**src/rtl/dbg_busmst.sv**
```systemverilog
// Debug bus initiator: turns upstream read/write commands into single dbg bus transfers.
// Latency: 3 cycles from command acceptance to rsp_valid when the responder answers at once.
// Backpressure: one command in flight; up_ready only in IDLE, result held until rsp_ready.
// Optional: DBG_BUSMST_TIMEOUT_EN adds a TMO-cycle bus response timeout (rsp_err=2).

`ifndef BUS_WIDTH
`define BUS_WIDTH 32
`endif
`ifndef BUS_ACC_WIDTH
`define BUS_ACC_WIDTH 2
`endif

module dbg_busmst #(
  parameter int AW  = 6,    // bus address width, must be >= 2 for the alignment check
  parameter int TMO = 255   // bus response timeout in REQ cycles, >= 1
) (
  input  logic                      clk,
  input  logic                      rstn,
  input  logic                      up_valid,
  output logic                      up_ready,
  input  logic                      up_w_rb,
  input  logic [AW-1:0]             up_addr,
  input  logic                      up_addr_ld,
  input  logic                      up_autoinc,
  input  logic [`BUS_ACC_WIDTH-1:0] up_acc,
  input  logic [`BUS_WIDTH-1:0]     up_wdata,
  output logic                      rsp_valid,
  input  logic                      rsp_ready,
  output logic [`BUS_WIDTH-1:0]     rsp_rdata,
  output logic [1:0]                rsp_err,
  output logic [AW-1:0]             bus_addr,
  output logic                      bus_w_rb,
  output logic [`BUS_ACC_WIDTH-1:0] bus_acc,
  output logic [`BUS_WIDTH-1:0]     bus_wdata,
  output logic                      bus_req,
  input  logic [`BUS_WIDTH-1:0]     bus_rdata,
  input  logic                      bus_resp,
  input  logic                      bus_fault
);

  if (TMO < 1) begin : g_bad_tmo
    $error("dbg_busmst: TMO must be >= 1");
  end

  typedef enum logic [1:0] {IDLE, CHK, REQ, RSP} state_t;

  localparam logic [1:0] ERR_OK    = 2'd0;
  localparam logic [1:0] ERR_FAULT = 2'd1;
  localparam logic [1:0] ERR_TMO   = 2'd2;
  localparam logic [1:0] ERR_ILL   = 2'd3;

  state_t                      state_q, state_d;
  logic                        cmd_w_rb, cmd_addr_ld, cmd_autoinc;
  logic [AW-1:0]               cmd_addr;
  logic [`BUS_ACC_WIDTH-1:0]   cmd_acc;
  logic [`BUS_WIDTH-1:0]       cmd_wdata;
  logic [AW-1:0]               addr_q;
  logic [`BUS_WIDTH-1:0]       rdata_q;
  logic [1:0]                  err_q;

  logic [AW-1:0]               eff_addr;
  logic [AW-1:0]               acc_step;
  logic                        illegal;
  logic                        tmo_hit;

  // Address the access will use, its legality and the autoincrement step.
  always_comb begin
    eff_addr = cmd_addr_ld ? cmd_addr : addr_q;
    illegal  = 1'b0;
    acc_step = '0;
    case (cmd_acc)
      2'd0:    acc_step = AW'(1);
      2'd1:    begin acc_step = AW'(2); illegal = eff_addr[0]; end
      2'd2:    begin acc_step = AW'(4); illegal = (eff_addr[1:0] != 2'b00); end
      default: illegal = 1'b1;
    endcase
  end

`ifdef DBG_BUSMST_TIMEOUT_EN
  localparam int CW = (TMO > 1) ? $clog2(TMO) : 1;
  logic [CW-1:0] tmo_cnt;

  // Count REQ cycles; cleared while in CHK so every bus transfer starts from zero.
  always_ff @(posedge clk) begin
    if (!rstn)                tmo_cnt <= '0;
    else if (state_q == CHK)  tmo_cnt <= '0;
    else if (state_q == REQ)  tmo_cnt <= tmo_cnt + CW'(1);
  end

  assign tmo_hit = (state_q == REQ) && (tmo_cnt == CW'(TMO - 1));
`else
  assign tmo_hit = 1'b0;
`endif

  // State register.
  always_ff @(posedge clk) begin
    if (!rstn) state_q <= IDLE;
    else       state_q <= state_d;
  end

  // Next-state logic; a response in the same cycle as timeout expiry wins.
  always_comb begin
    state_d = state_q;
    case (state_q)
      IDLE:    if (up_valid) state_d = CHK;
      CHK:     state_d = illegal ? RSP : REQ;
      REQ:     if (bus_resp || tmo_hit) state_d = RSP;
      RSP:     if (rsp_ready) state_d = IDLE;
      default: state_d = IDLE;
    endcase
  end

  // Command capture, address register and result registers.
  always_ff @(posedge clk) begin
    if (!rstn) begin
      cmd_w_rb    <= 1'b0;
      cmd_addr_ld <= 1'b0;
      cmd_autoinc <= 1'b0;
      cmd_addr    <= '0;
      cmd_acc     <= '0;
      cmd_wdata   <= '0;
      addr_q      <= '0;
      rdata_q     <= '0;
      err_q       <= ERR_OK;
    end else begin
      case (state_q)
        IDLE: if (up_valid) begin
          cmd_w_rb    <= up_w_rb;
          cmd_addr_ld <= up_addr_ld;
          cmd_autoinc <= up_autoinc;
          cmd_addr    <= up_addr;
          cmd_acc     <= up_acc;
          cmd_wdata   <= up_wdata;
        end
        // An illegal access leaves the address register untouched, even with a load.
        CHK: if (illegal) begin
          err_q   <= ERR_ILL;
          rdata_q <= '0;
        end else begin
          addr_q  <= eff_addr;
        end
        REQ: if (bus_resp) begin
          rdata_q <= (cmd_w_rb || bus_fault) ? '0 : bus_rdata;
          err_q   <= bus_fault ? ERR_FAULT : ERR_OK;
          if (!bus_fault && cmd_autoinc) addr_q <= addr_q + acc_step;
        end else if (tmo_hit) begin
          rdata_q <= '0;
          err_q   <= ERR_TMO;
        end
        default: ;
      endcase
    end
  end

  assign up_ready  = (state_q == IDLE);
  assign rsp_valid = (state_q == RSP);
  assign rsp_rdata = rdata_q;
  assign rsp_err   = err_q;
  assign bus_req   = (state_q == REQ);
  assign bus_addr  = addr_q;
  assign bus_w_rb  = cmd_w_rb;
  assign bus_acc   = cmd_acc;
  assign bus_wdata = cmd_wdata;

endmodule
```
**config.mk**
```make
export PLATFORM = sky130hd
export DESIGN_NAME = dbg_busmst
export DESIGN_NICKNAME = d
export VERILOG_FILES = /design/src/rtl/dbg_busmst.sv
export SDC_FILE = /design/constraint.sdc
export NUM_CORES = 1
export LEC_CHECK = 0
export CORE_MARGIN = 2
export CORE_UTILIZATION = 46
export CTS_CLUSTER_DIAMETER = 100
export DETAILED_ROUTE_END_ITERATION = 6
export PLACE_DENSITY_LB_ADDON = 0.2
export SKIP_LAST_GASP = 1
export SYNTH_ARGS = -nofsm -noshare
export SYNTH_HDL_FRONTEND = slang
export SYNTH_SLANG_ARGS = --single-unit
```
**constraint.sdc**
```tcl
create_clock -name clk -period 6 [get_ports clk]
set_input_delay 0.6 -clock clk [delete_from_list [all_inputs] [get_ports clk]]
set_output_delay 0.6 -clock clk [all_outputs]
set_load 0.005 [all_outputs]
```
After elaboration in Yosys (flattened, before gate mapping)
Index checks and enable logic that the tools add are counted.
Operators by class
  add/subtract/negate cells: 1
  equality and inequality tests: 12
  multiplexer cells: 20
  reduce and logical (&&, ||, !) cells: 12
Operators with widths (count)
  32-bit two-way mux: 3
  32-bit case mux with 2 select lines: 1
  6-bit two-way mux: 4
  6-bit case mux with 2 select lines: 1
  2-bit two-way mux: 5
  3-bit case mux with 3 select lines: 1
  2-bit != test, second input constant: 4
  2-bit case mux with 4 select lines: 1
  6-bit adder: 1
  2-bit equality test, second input constant: 3
  2-bit by 1-bit != test with 1-bit output, second input constant: 3
  3-bit AND reduction: 2
  5-bit AND reduction: 1
  2-bit by 1-bit equality test with 1-bit output, second input constant: 2
  2-bit zero test: 2
  2-bit case mux with 2 select lines: 1
  4-bit AND reduction: 1
  2-bit nonzero test: 2
  1-bit case mux with 3 select lines: 1
  1-bit two-way mux: 2
  2-bit AND reduction: 1
  1-bit logical AND: 1
  1-bit zero test: 1
  1-bit logical OR: 1
Word-level totals
  flip-flop bits (word level): 85
  bits of input ports: 81
  output and inout port bits: 78
  word-level logic and storage cells: 56

Logic depth before layout (Yosys ltp)
  depth after elaboration: 6
  mapped depth: 9
  mapped depth without buffers: 8

Least setup slack after synthesis
Ideal clock, no wire load.
  path type: reg2reg
  start point: register cmd_acc[0] (netlist: bus_acc[0])
  end point: register addr_q[4] (netlist: bus_addr[4])
  library setup time: 0.117 ns
  arrival: 2.024 ns
  required time: 5.883 ns
  setup slack: 3.859 ns
  stages on the path, launching flop included: 10
  buffers on the path: 1
  period minus slack after synthesis: 2.141 ns
  cell sequence: dfxtp_1 -> buf_2 -> nor2_1 -> ha_1 -> inv_1 -> fa_1 -> nor2b_1 -> o21ai_0 -> a211o_1 -> a32o_1
Between the ends
  longest elaborated chain between the ends: 6
  elaborated cells on any way between the ends: 11
  classes of those cells: add/sub: 1; eq/ne: 3; mux: 5; reduce/logical: 2
Ends and longest elaborated chain
  start, declared: RTL line 55  | logic [`BUS_ACC_WIDTH-1:0] cmd_acc;
  start signal, assigned: RTL line 132  | cmd_acc <= up_acc;
  2-bit equality test, or another cell as far along: RTL line 71  | case (cmd_acc)
  3-bit case mux with 3 select lines: RTL line 71
  6-bit adder: RTL line 145  | if (!bus_fault && cmd_autoinc) addr_q <= addr_q + acc_step;
  6-bit two-way mux: RTL line 145
  6-bit two-way mux: RTL line 142  | REQ: if (bus_resp) begin
  6-bit case mux with 2 select lines: RTL line 126  | case (state_q)
  end signal, assigned: RTL line 140  | addr_q <= eff_addr;
  end signal, assigned: RTL line 145
  end, declared: RTL line 57  | logic [AW-1:0] addr_q;
Several ways; a longest one is shown, not always the timed one. The select of a mux whose other input is x is not followed.
A chain may end at the register's enable or synchronous reset.

Worst setup path in the final report
  start point: register state_q[0]
  end point: register rdata_q[2] (netlist: rsp_rdata[2])
Between the ends
  longest elaborated chain between the ends: 3
  elaborated cells on any way between the ends: 7
  classes of those cells: eq/ne: 4; mux: 1; reduce/logical: 2
Ends and longest elaborated chain
  start, declared: RTL line 52  | state_t state_q, state_d;
  start signal, assigned: RTL line 98  | else state_q <= state_d;
  2-bit by 1-bit equality test with 1-bit output or 2-bit equality test (tied branches): RTL line 126
  2-bit != test (no line), or another cell as far along
  3-bit AND reduction (no line)
  end signal, assigned: RTL line 143  | rdata_q <= (cmd_w_rb || bus_fault) ? '0 : bus_rdata;
  end, declared: RTL line 58  | logic [`BUS_WIDTH-1:0] rdata_q;
Several ways; a longest one is shown, not always the timed one.

==> impl_metrics.tcl <==
set metrics [dict create \
    crit_required_ns 6.27 \
    n_antenna_cell 0 \
    routed_wl_mm 10.3 \
    syn_nets 534 \
    num_vias 3669 \
    cts_root_buf "clkbuf_8" \
    synth_flop_cell "dfxtp_1" \
    leakage_nw 1.95 \
    max_freq_mhz 370 \
    avgSynthCellArea_um2 8.26 \
    finClkSkew_ns 0.00836 \
    cts_sinks 85 \
    via_per_inst 5.33 \
    fp-row-count 32 \
    placed_area_um2 5230 \
    arrival_ns 2.97 \
    setup_viol 0 \
    place_ws_ns 3.32 \
    hold_path_depth 2 \
    status "complete, no violations" \
    fp.dieW_um 93.4 \
    grtUsageTotal_pct 23.1 \
    crit_fanout 34 \
    grt_pass1_wl_mm 16.6 \
    worst_slack_ns 3.30 \
    die_y_um 93.4 \
    grt_overflow 0 \
    finalNetCount 670 \
    slew_headroom_pct 18.3 \
    min_period_ns 2.70 \
    syn-instance-count 445 \
    ctsHoldBuffers 0 \
    min_from "bus_wdata[8]" \
    switchingPower_mw 0.701 \
    synth_seq_area_share_pct 46.3 \
    grt_max_degree 57 \
    whs_endpoint "bus_wdata[8]" \
    clk_latency_ns 0.34 \
    first_global_vias 3535 \
    dr.pass1.iters 4 \
    core-area_um2 7730 \
    clockBufferDepth 2 \
    cts-htree-levels 3 \
    r2r_start "state_q[0]" \
    tns_ns 0 \
    synth-edff-count 0 \
    r2r_cells 6 \
    cts_resized 0 \
    postCtsSetupRepairBufs 0 \
    dp_cells 672 \
    ys_types 46 \
    power_frac_seq_pct 36.5 \
    min_path_type "reg2reg" \
    startpoint_type "flop" \
    reg2reg_slack_ns 3.30 \
    routedWlPerCell_um 15.0 \
    yosysWarnings 0 \
    tightest_slew_ns 1.22 \
    cts_tree "done" \
    numCtsBuffers 9 \
    fin_util_pct 70.7 \
    r2r-end "rsp_rdata[2]" \
    critical_path_class "reg2reg" \
    timing.final.crit_share_pct 45.0 \
    hold_viol 0 \
    ant_nets 0 \
    final_cell_area_um2 5460 \
    cellPowerDensity_nw_per_um2 349 \
    syn_to_final_growth_pct 48.5 \
    stdcell_count 688 \
    drcViolationCount 0 \
    ys_ff_latch 85 \
    antenna_found_initial 0 \
    drive_gt1_share_pct 4.95 \
    rsz0062_at_grt "false" \
    pin_count 159 \
    drt_first_iter_violations 275 \
    end_kind "flop" \
    syn-cell-area_um2 3680 \
    fp.dieArea_um2 8730 \
    place.gp.congestion 0.844 \
    clk_pin_slew_worst_paths_ns 0.09 \
    maxCapViolations 0 \
    p_sw_share_pct 36.8 \
    slew_violations 0 \
    async_flop_share_pct 0 \
    clkPwrFrac_pct 24.1 \
    power_frac_comb_pct 39.4 \
    irDropWorstVdd_v 0.000155 \
    post-dp-hpwl_mm 6.96 \
    io_buffers 158 \
    p_int_mw 1.21 \
    start_util_pct 47.6 \
]
power groups by stage:
stage / sequential [mW] / combinational, mW / clock, mW
floorplan: 0.699 / 0.500 / 0
global placement: 0.705 / 0.739 / 0
detailed placement: 0.709 / 0.751 / 0
CTS: 0.696 / 0.755 / 0.471
global route: 0.707 / 0.833 / 0.493
finish: 0.697 / 0.752 / 0.459
cells by family (layout without fill, tap and decap cells):
logic type	after synthesis	after routing	share of synthesized area, %
AO/OA/AOI/OAI	142	142	21.9
XOR/XNOR	1	1	0.238
adder cells (fa/ha/maj)	8	8	2.93
buffers and inverters	49	190	6.80
flip-flops	85	85	46.3
multiplexers	7	7	2.08
AND/OR/NAND/NOR	153	153	19.7
registers in the layout (all words and copies together), names as in the netlist:
register / count
bus_wdata: 32
cmd_autoinc: 1
state_q: 2
bus_acc: 2
cmd_addr_ld: 1
rsp_err: 2
rsp_rdata: 32
cmd_addr: 6
bus_addr: 6
bus_w_rb: 1
worst max-delay path by stage:
stage / cells past startpoint / startpoint / endpoint / slack [ns]
after global placement: 5 / bus_resp / rsp_err[1] / 3.41
after global routing: 6 / state_q[0] / rsp_rdata[2] / 2.98
final: 6 / state_q[0] / rsp_rdata[2] / 3.30
after detailed placement: 6 / state_q[0] / rsp_rdata[28] / 3.32
after floorplan: 9 / bus_acc[0] / bus_addr[4] / 3.86
after CTS: 6 / state_q[0] / rsp_rdata[2] / 3.29
worst max-delay path, stage by stage (launching register included):
cell and delay [ns]:
dfxtp_1 0.37, inv_1 0.10, ha_1 0.55, mux2i_1 0.40, a221o_1 0.83, o21ai_0 0.22
a21oi_1 0.16
cell type report:
class | instances | area, µm²
Fill cell | 616 | 2270
Clock buffer | 10 | 138
Multi-Input combinational cell | 311 | 1740
Timing Repair Buffer | 163 | 1620
Clock inverter | 6 | 93.8
Inverter | 11 | 41.3
Tap cell | 102 | 128
Sequential cell | 85 | 1700
per-stage QoR:
stage / hold slack, ns / power (mW)
detailed placement: 0.446 / 1.46
CTS: 0.458 / 1.92
finish: 0.457 / 1.91
global route: 0.479 / 2.03
global placement: 0.441 / 1.44
floorplan: 0.436 / 1.20
placed cells by master (no fill, tap or decap), drive strengths merged, types with 4 or more instances in the layout:
| cell type | n |
|---|---|
| clkdlybuf4s50 | 158 |
| nand2 | 96 |
| dfxtp | 85 |
| a21oi | 82 |
| o21ai | 36 |
| nand4 | 32 |
| inv | 13 |
| clkbuf | 10 |
| ha | 7 |
| nor2 | 6 |
| mux2i | 5 |
| buf | 5 |
| nor2b | 4 |
cells in the mapped netlist, types with 2 or more instances:
library cell	number	area [µm²]
a32o_1	2	20.0
a211o_1	3	26.3
buf_8	3	45.0
o21ai_0	36	180
o21a_1	3	22.5
nand2_1	96	360
and2_1	3	18.8
nor2_1	6	22.5
clkbuf_1	25	93.8
ha_1	7	87.6
nor3_1	3	15.0
nor2b_1	4	25.0
inv_1	10	37.5
buf_2	5	25.0
o211a_1	2	20.0
nand4_1	32	200
a21oi_1	82	410
mux2i_1	5	50.1
buf_6	2	22.5
o31ai_1	2	15.0
buf_4	3	22.5
dfxtp_1	85	1700
nand2b_1	3	18.8
routing by layer:
layer / global-route usage (%) / wire [µm]
met1: 29.5 / 4430
met2: 37.5 / 4850
met3: 6.85 / 938
met4: 7.35 / 123
met5: 0 / 0
No activity file was read; power rests on OpenSTA's default activity.
